[config.mk]
export PLATFORM = sky130hd
export DESIGN_NAME = inert_spi_serf
export DESIGN_NICKNAME = d
export VERILOG_FILES = /design/src/rtl/inert_serf_pkg.sv /design/src/rtl/spi_serf_sync.sv /design/src/rtl/inert_spi_serf.sv
export SDC_FILE = /design/constraint.sdc
export NUM_CORES = 1
export LEC_CHECK = 0
export ABC_AREA = 1
export CAP_MARGIN = 20
export CORE_UTILIZATION = 50
export CTS_BUF_LIST = sky130_fd_sc_hd__clkbuf_2 sky130_fd_sc_hd__clkbuf_4 sky130_fd_sc_hd__clkbuf_8
export CTS_CLUSTER_SIZE = 20
export DETAILED_ROUTE_END_ITERATION = 8
export HOLD_SLACK_MARGIN = 0.15
export PLACE_DENSITY = 0.75
export SLEW_MARGIN = 0
export SYNTH_ARGS = -nofsm -noshare
export SYNTH_HDL_FRONTEND = slang
export SYNTH_HIERARCHICAL = 1
export SYNTH_SLANG_ARGS = --single-unit
[constraint.sdc]
create_clock -name clk -period 1.7 [get_ports clk]
set_input_delay 0.34 -clock clk [delete_from_list [all_inputs] [get_ports clk]]
set_output_delay 0.34 -clock clk [all_outputs]
set_load 0.01 [all_outputs]
[src/rtl/inert_serf_pkg.sv]
// ============================================================================
// Module   : inert_serf_pkg
// Brief    : Shared register map, INT enable bit and FSM encoding for inert_spi_serf.
// Revision : 1.0
// ============================================================================
`default_nettype none

package inert_serf_pkg;

    localparam logic [6:0] INT_CTRL_ADDR = 7'h0D;
    localparam logic [6:0] CFG_10_ADDR   = 7'h10;
    localparam logic [6:0] CFG_11_ADDR   = 7'h11;
    localparam logic [6:0] CFG_14_ADDR   = 7'h14;
    localparam logic [6:0] ROLL_L_ADDR   = 7'h24;
    localparam logic [6:0] ROLL_H_ADDR   = 7'h25;
    localparam logic [6:0] YAW_L_ADDR    = 7'h26;
    localparam logic [6:0] YAW_H_ADDR    = 7'h27;
    localparam logic [6:0] AY_L_ADDR     = 7'h2A;
    localparam logic [6:0] AY_H_ADDR     = 7'h2B;
    localparam logic [6:0] AZ_L_ADDR     = 7'h2C;
    localparam logic [6:0] AZ_H_ADDR     = 7'h2D;

    localparam int         INT_EN_BIT    = 1;
    localparam logic [4:0] BIT_CNT_SAT   = 5'd17;
    localparam logic [4:0] BIT_CNT_FRAME = 5'd16;
    localparam logic [4:0] BIT_CNT_BYTE  = 5'd7;

    typedef enum logic [1:0] {
        IDLE   = 2'd0,
        SHIFT  = 2'd1,
        COMMIT = 2'd2
    } serf_state_t;

endpackage

`default_nettype wire

[src/rtl/spi_serf_sync.sv]
// ============================================================================
// Module   : spi_serf_sync
// Brief    : Double-flop synchronizer plus edge detect for the SPI pins.
// Revision : 1.0
// ============================================================================
`default_nettype none

module spi_serf_sync (
    input  logic clk,
    input  logic rst_n,
    input  logic SS_n,
    input  logic SCLK,
    input  logic MOSI,
    output logic ss_fall,
    output logic ss_rise,
    output logic sclk_rise,
    output logic sclk_fall,
    output logic mosi_s
);

    // [0] and [1] are the metastability pair, [2] is the edge-detect history.
    logic [2:0] r_ss;
    logic [2:0] r_sclk;
    logic [1:0] r_mosi;

    // Select and clock reset to their idle-high level so reset release is not an edge.
    always_ff @(posedge clk or negedge rst_n) begin
        if (!rst_n) begin
            r_ss   <= 3'b111;
            r_sclk <= 3'b111;
            r_mosi <= 2'b00;
        end else begin
            r_ss   <= {r_ss[1:0], SS_n};
            r_sclk <= {r_sclk[1:0], SCLK};
            r_mosi <= {r_mosi[0], MOSI};
        end
    end

    assign ss_fall   =  r_ss[2]   & ~r_ss[1];
    assign ss_rise   = ~r_ss[2]   &  r_ss[1];
    assign sclk_rise = ~r_sclk[2] &  r_sclk[1];
    assign sclk_fall =  r_sclk[2] & ~r_sclk[1];
    assign mosi_s    =  r_mosi[1];

endmodule

`default_nettype wire

[src/rtl/inert_spi_serf.sv]
// ============================================================================
// Module   : inert_spi_serf
// Brief    : SPI responder modelling the eBike inertial sensor (regs, shadow words, INT).
//            Define INERT_SERF_PERIODIC_EN to self-generate updates every ODR_CYC clk.
// Revision : 1.0
// ============================================================================
`default_nettype none

module inert_spi_serf
    import inert_serf_pkg::*;
#(
    parameter logic [15:0] ODR_CYC = 16'd50000
) (
    input  logic        clk,
    input  logic        rst_n,
    input  logic        SS_n,
    input  logic        SCLK,
    input  logic        MOSI,
    input  logic        upd,
    input  logic [15:0] roll_rt,
    input  logic [15:0] yaw_rt,
    input  logic [15:0] AY,
    input  logic [15:0] AZ,
    output logic        MISO,
    output logic        INT
);

    serf_state_t r_state;
    serf_state_t w_state_nxt;

    logic        w_ss_fall;
    logic        w_ss_rise;
    logic        w_sclk_rise;
    logic        w_sclk_fall;
    logic        w_mosi_s;

    logic [4:0]  r_bit_cnt;
    logic [15:0] r_rx;
    logic [15:0] r_tx;
    logic [15:0] w_rx_nxt;
    logic [7:0]  w_rd_byte;
    logic        w_load_rd;

    logic [7:0]  r_int_ctrl;
    logic [7:0]  r_cfg10;
    logic [7:0]  r_cfg11;
    logic [7:0]  r_cfg14;
    logic [15:0] r_roll;
    logic [15:0] r_yaw;
    logic [15:0] r_ay;
    logic [15:0] r_az;
    logic        r_int;

    logic        w_upd;
    logic        w_commit_ok;
    logic        w_wr_en;
    logic        w_int_clr;

    spi_serf_sync u_sync (
        .clk       (clk),
        .rst_n     (rst_n),
        .SS_n      (SS_n),
        .SCLK      (SCLK),
        .MOSI      (MOSI),
        .ss_fall   (w_ss_fall),
        .ss_rise   (w_ss_rise),
        .sclk_rise (w_sclk_rise),
        .sclk_fall (w_sclk_fall),
        .mosi_s    (w_mosi_s)
    );

    generate
        if (ODR_CYC < 16'd2) begin : g_odr_check
            $error("ODR_CYC must be at least 2");
        end
    endgenerate

`ifdef INERT_SERF_PERIODIC_EN
    logic [15:0] r_odr_cnt;

    always_ff @(posedge clk or negedge rst_n) begin
        if (!rst_n) begin
            r_odr_cnt <= 16'd0;
        end else if (r_odr_cnt == ODR_CYC - 16'd1) begin
            r_odr_cnt <= 16'd0;
        end else begin
            r_odr_cnt <= r_odr_cnt + 16'd1;
        end
    end

    assign w_upd = (r_odr_cnt == ODR_CYC - 16'd1);
`else
    assign w_upd = upd;
`endif

    always_ff @(posedge clk or negedge rst_n) begin
        if (!rst_n) begin
            r_state <= IDLE;
        end else begin
            r_state <= w_state_nxt;
        end
    end

    always_comb begin
        w_state_nxt = r_state;
        case (r_state)
            IDLE:    if (w_ss_fall) w_state_nxt = SHIFT;
            SHIFT:   if (w_ss_rise) w_state_nxt = COMMIT;
            COMMIT:  w_state_nxt = IDLE;
            default: w_state_nxt = IDLE;
        endcase
    end

    // The 8th rise completes the command byte, so the read address is taken from
    // the post-shift value and the byte lands in tx before the 9th SCLK fall.
    assign w_rx_nxt  = {r_rx[14:0], w_mosi_s};
    assign w_load_rd = (r_state == SHIFT) && w_sclk_rise &&
                       (r_bit_cnt == BIT_CNT_BYTE) && w_rx_nxt[7];

    always_comb begin
        w_rd_byte = 8'h00;
        case (w_rx_nxt[6:0])
            INT_CTRL_ADDR: w_rd_byte = r_int_ctrl;
            CFG_10_ADDR:   w_rd_byte = r_cfg10;
            CFG_11_ADDR:   w_rd_byte = r_cfg11;
            CFG_14_ADDR:   w_rd_byte = r_cfg14;
            ROLL_L_ADDR:   w_rd_byte = r_roll[7:0];
            ROLL_H_ADDR:   w_rd_byte = r_roll[15:8];
            YAW_L_ADDR:    w_rd_byte = r_yaw[7:0];
            YAW_H_ADDR:    w_rd_byte = r_yaw[15:8];
            AY_L_ADDR:     w_rd_byte = r_ay[7:0];
            AY_H_ADDR:     w_rd_byte = r_ay[15:8];
            AZ_L_ADDR:     w_rd_byte = r_az[7:0];
            AZ_H_ADDR:     w_rd_byte = r_az[15:8];
            default:       w_rd_byte = 8'h00;
        endcase
    end

    always_ff @(posedge clk or negedge rst_n) begin
        if (!rst_n) begin
            r_bit_cnt <= 5'd0;
            r_rx      <= 16'h0000;
            r_tx      <= 16'h0000;
        end else begin
            case (r_state)
                IDLE: begin
                    if (w_ss_fall) begin
                        r_bit_cnt <= 5'd0;
                        r_tx      <= 16'h0000;
                    end
                end
                SHIFT: begin
                    if (w_sclk_rise) begin
                        r_rx <= w_rx_nxt;
                        if (r_bit_cnt != BIT_CNT_SAT) begin
                            r_bit_cnt <= r_bit_cnt + 5'd1;
                        end
                    end
                    if (w_load_rd) begin
                        r_tx[15:8] <= w_rd_byte;
                    end else if (w_sclk_fall) begin
                        r_tx <= {r_tx[14:0], 1'b0};
                    end
                end
                default: ;
            endcase
        end
    end

    // Frames that are short or over-long are discarded at commit.
    assign w_commit_ok = (r_state == COMMIT) && (r_bit_cnt == BIT_CNT_FRAME);
    assign w_wr_en     = w_commit_ok && !r_rx[15];
    assign w_int_clr   = w_commit_ok &&  r_rx[15] && (r_rx[14:8] == AZ_H_ADDR);

    always_ff @(posedge clk or negedge rst_n) begin
        if (!rst_n) begin
            r_int_ctrl <= 8'h00;
            r_cfg10    <= 8'h00;
            r_cfg11    <= 8'h00;
            r_cfg14    <= 8'h00;
        end else if (w_wr_en) begin
            case (r_rx[14:8])
                INT_CTRL_ADDR: r_int_ctrl <= r_rx[7:0];
                CFG_10_ADDR:   r_cfg10    <= r_rx[7:0];
                CFG_11_ADDR:   r_cfg11    <= r_rx[7:0];
                CFG_14_ADDR:   r_cfg14    <= r_rx[7:0];
                default: ;
            endcase
        end
    end

    always_ff @(posedge clk or negedge rst_n) begin
        if (!rst_n) begin
            r_roll <= 16'h0000;
            r_yaw  <= 16'h0000;
            r_ay   <= 16'h0000;
            r_az   <= 16'h0000;
        end else if (w_upd) begin
            r_roll <= roll_rt;
            r_yaw  <= yaw_rt;
            r_ay   <= AY;
            r_az   <= AZ;
        end
    end

    // A fresh sample must not be lost to a concurrent AZ_H read, so set beats clear.
    always_ff @(posedge clk or negedge rst_n) begin
        if (!rst_n) begin
            r_int <= 1'b0;
        end else if (w_upd && r_int_ctrl[INT_EN_BIT]) begin
            r_int <= 1'b1;
        end else if (w_int_clr) begin
            r_int <= 1'b0;
        end
    end

    assign MISO = ~SS_n & r_tx[15];
    assign INT  = r_int;

endmodule

`default_nettype wire
==> reports/results.txt <==
After detailed routing, the number of remaining DRC violations is 0. The clock sink count is 136. Counting the buffers created by CTS gives 17. The logs give 0.00797 ns for the setup skew after layout and 0.0120 mm^2 for the core area. The routing usage on met2 was 0.415; the starting density of the core was 0.513. The met1 track utilization from global routing is 0.330, and the number of design-rule violations left by the first detailed-router iteration is 453. For the total cell area at the placement stage, the log shows 0.00728 mm^2. Setup repair after global routing could not meet its margin everywhere. Using the TritonRoute via totals, the vias-per-cell ratio works out to 5.48. The number of antenna violations at the first check in global routing was 0.

The worst hold path class was primary input to flip-flop. The max-capacitance violation count was 0; the overall global routing resource usage was 0.252. The worst-case setup margin in the final layout was 0.00259 ns; the width of the chip was 113 um. The routability congestion estimate from global placement was 0.865; the total inserted antenna cells was 0.

Walking the worst path, the cells encountered are nand2_1, nor2_4, buf_12, buf_6, nand3_1, nand2_1, nor2_1, nand3_1, nand2_1, nand2_1, nand2_1, nand2_1. The total power density per cell area is 1090 mW/mm^2, and the number of nets in the finished design is 861. The delay contributed by the slowest stage of the critical path is 0.42 ns, and the sequential area share after synthesis is 0.554.

For this block, the via count after detailed routing is 5,193. Timing would allow up to 589 MHz. The H-tree was split into 4 levels.

In this run the remaining antenna-violating nets after routing total 0. Sorting the synthesized cells by area gives the leading types as sky130_fd_sc_hd__dfrtp_1 53%, sky130_fd_sc_hd__mux2_2 10%, sky130_fd_sc_hd__nand2_1 10%, sky130_fd_sc_hd__nand3_1 8.1%, sky130_fd_sc_hd__o21ai_0 5.5%. In this run the tool buffered the top-level ports with 71 buffer cells.

The nature of the critical path endpoint is a flip-flop. The run finished with clean final reports. The setup TNS after final layout was 0 ns; the area growth from synthesis to final layout was 30.3%. For the overall die area, the log shows 0.0128 mm^2.

The largest vdd supply drop is 0.654 mV, and the fraction of final layout cells sized beyond drive strength 1 is 0.234. Final clock period utilization by the worst path: 0.998. For this design the static power due to leakage is 0.00367 uW.

The post-synthesis register bit count is 136. For the worst setup path, the data required time is 2.04 ns. The post-route cell area was 0.00803 mm^2; the overall power consumption was 8760 uW. The combined area of all synthesized cells was 0.00616 mm^2; the count of boundary I/O pins was 72. OpenSTA, run right after detailed placement, puts the worst setup slack at -0.198 ns. The insertion delay to the later sink of the worst-skew pair was 0.45 ns; the pin slew with the least headroom to its limit was 0.485 ns. Number of warning messages in the yosys log: 6.

The met3 usage in global routing was 0.0520. Yosys mapped the design onto 23 distinct sky130hd cell types. The number of hold-slack violations in the final timing report is 0. The relative slew slack came out at 0.677. The slowest stage of the critical path is the sky130_fd_sc_hd__dfrtp_1 cell.

The run gives 0 as the final setup violation count. The final layout contains routed wiring with a total length of 15,200 um. Subtracting the final worst setup slack from the clock period gives 1.70 ns. Cell at the root of the clock tree: sky130_fd_sc_hd__clkbuf_8.

The y dimension of the die works out to 113 um. TritonCTS built the clock tree. Detailed placement finished with a half-perimeter wire length of 10,300 um.

STA classifies the critical path startpoint as a flip-flop. The arrival time of the worst setup path is 2.04 ns. The critical path in this run is classified as flip-flop to flip-flop. The total nets after synthesis was 742. In this run the most used layer during global routing was met2. The library cell with the largest summed area after synthesis was sky130_fd_sc_hd__dfrtp_1. The run gives 5,018 as the number of global-route vias before repair. Summed over all layers, the global routing overflow is 0.

Clock-pin slew was measured on the worst setup and hold paths at 0.08 ns. The clock passes through at most 2 buffers. The area share of the largest cell type after synthesis is 0.528, and the largest driver fanout on the critical path is 13. The logs give 0 for the max-slew violation total from the final report and 88 for the maximum number of pins on one net before global-route repair. The wire length of the first global-routing pass was 24,700 um; the number of detailed-route iterations in the first pass was 6.

Dividing the detail-routed wire length by the instance count gives 16.1 um. Synthesis handed over a netlist of 669 instances. Post-synthesis area per instance: 9.21 um^2. The cell seen most often among critical-path stages is sky130_fd_sc_hd__nand2_1.

The tools report the number of placement rows as 40.
-- registers in the layout, summed over array words and instances (netlist names) --
name           cells
r_cfg11            8
r_ay              16
r_tx               8
u_sync/r_mosi      2
r_bit_cnt          5
r_roll            16
r_cfg10            8
r_rx              16
r_int_ctrl         8
u_sync/r_ss        3
r_yaw             16
r_state            2
r_cfg14            8
r_az              16
INT                1
u_sync/r_sclk      3
-- power by group --
part,switching (uW),internal [uW]
sequential,199,3510
clock,1240,1660
combinational,1190,969
total,2630,6140
-- cell type report --
cell class	count	area, um^2
flip-flops and latches	136	3410
inverters	43	161
repair buffers	126	1230
multi-input cells	464	2600
clock buffers	19	262
well taps	147	184
clock inverters	12	175
fillers	943	3990
-- stage by stage --
step                      instances   util  hold WS, ns
after global placement          900  0.606        0.346
after CTS                       933  0.650        0.292
after floorplan                 669      -       0.0444
after global routing            947  0.668        0.292
final                           947  0.668        0.307
after detailed placement        900  0.606        0.347
-- worst paths after layout --
path	end	from	slack [ns]	cells after the start
min	u_sync/r_sclk[0]	SCLK	0.31	1
min in group asynchronous	r_cfg14[5]	rst_n	0.43	3
max in group asynchronous	r_tx[12]	rst_n	0.82	3
max	r_tx[11]	r_rx[4]	0.003	12
min reg2reg	u_sync/r_sclk[1]	u_sync/r_sclk[0]	0.36	0
max reg2reg	r_tx[11]	r_rx[4]	0.003	12
-- Yosys cell counts (all sizes together) --
cell    instances
or2             1
mux2           56
nand3         100
dfstp           6
inv            43
buf             9
a21oi           1
dfrtp         130
o21ai          69
nor3            5
nand4           8
nand3b          2
clkbuf         17
ha              3
nor2           51
o41ai           1
nand2         166
nor4            1
-- placed cells by master (no fill, tap or decap), drive strengths merged --
| cell | n |
|---|---|
| dlygate4sd3 | 1 |
| dlygate4sd2 | 1 |
| dfrtp | 130 |
| clkbuf | 19 |
| dlymetal6s2s | 1 |
| mux2 | 56 |
| nand4 | 8 |
| clkinv | 5 |
| o21ai | 69 |
| ha | 3 |
| inv | 43 |
| clkdlybuf4s50 | 67 |
| nand3 | 100 |
| nand3b | 2 |
| nand2 | 166 |
| dfstp | 6 |
| buf | 56 |
| bufinv | 4 |
| clkinvlp | 3 |
| o41ai | 1 |
| nor3 | 5 |
| nor4 | 1 |
| a21oi | 1 |
| nor2 | 51 |
| or2 | 1 |
-- routing by layer --
metal  up-vias  part of all wire
met2       197              0.49
met4         0             0.023
met3        31             0.055
li1       2460                 -
met5         -                 0
met1      2505              0.43
-- worst max-delay path, delay by kind of cell, from the launching register on --
family | cells | cell delay [ns]
buffers and inverters | 2 | 0.28
flip-flops | 1 | 0.42
AND/OR/NAND/NOR | 10 | 0.89
-- logic make-up (layout without fill, tap and decap cells) --
logic type,count (synthesis),in the layout,share of synthesized area
fa+ha+maj,3,3,0.00609
flops,136,136,0.554
simple gates,334,334,0.231
mux,56,56,0.102
compound gates,71,71,0.0607
buf+inv,69,200,0.0457
-- what timing repair did --
action,CTS,global route
setup buffers,1,13
cloned,0,1
endpoints found under the setup margin,9,46
hold buffers,1,0
resized for setup,24,41
pin swaps,7,15
endpoints found under the hold margin,136,0
(Power assumes the default switching activity.)
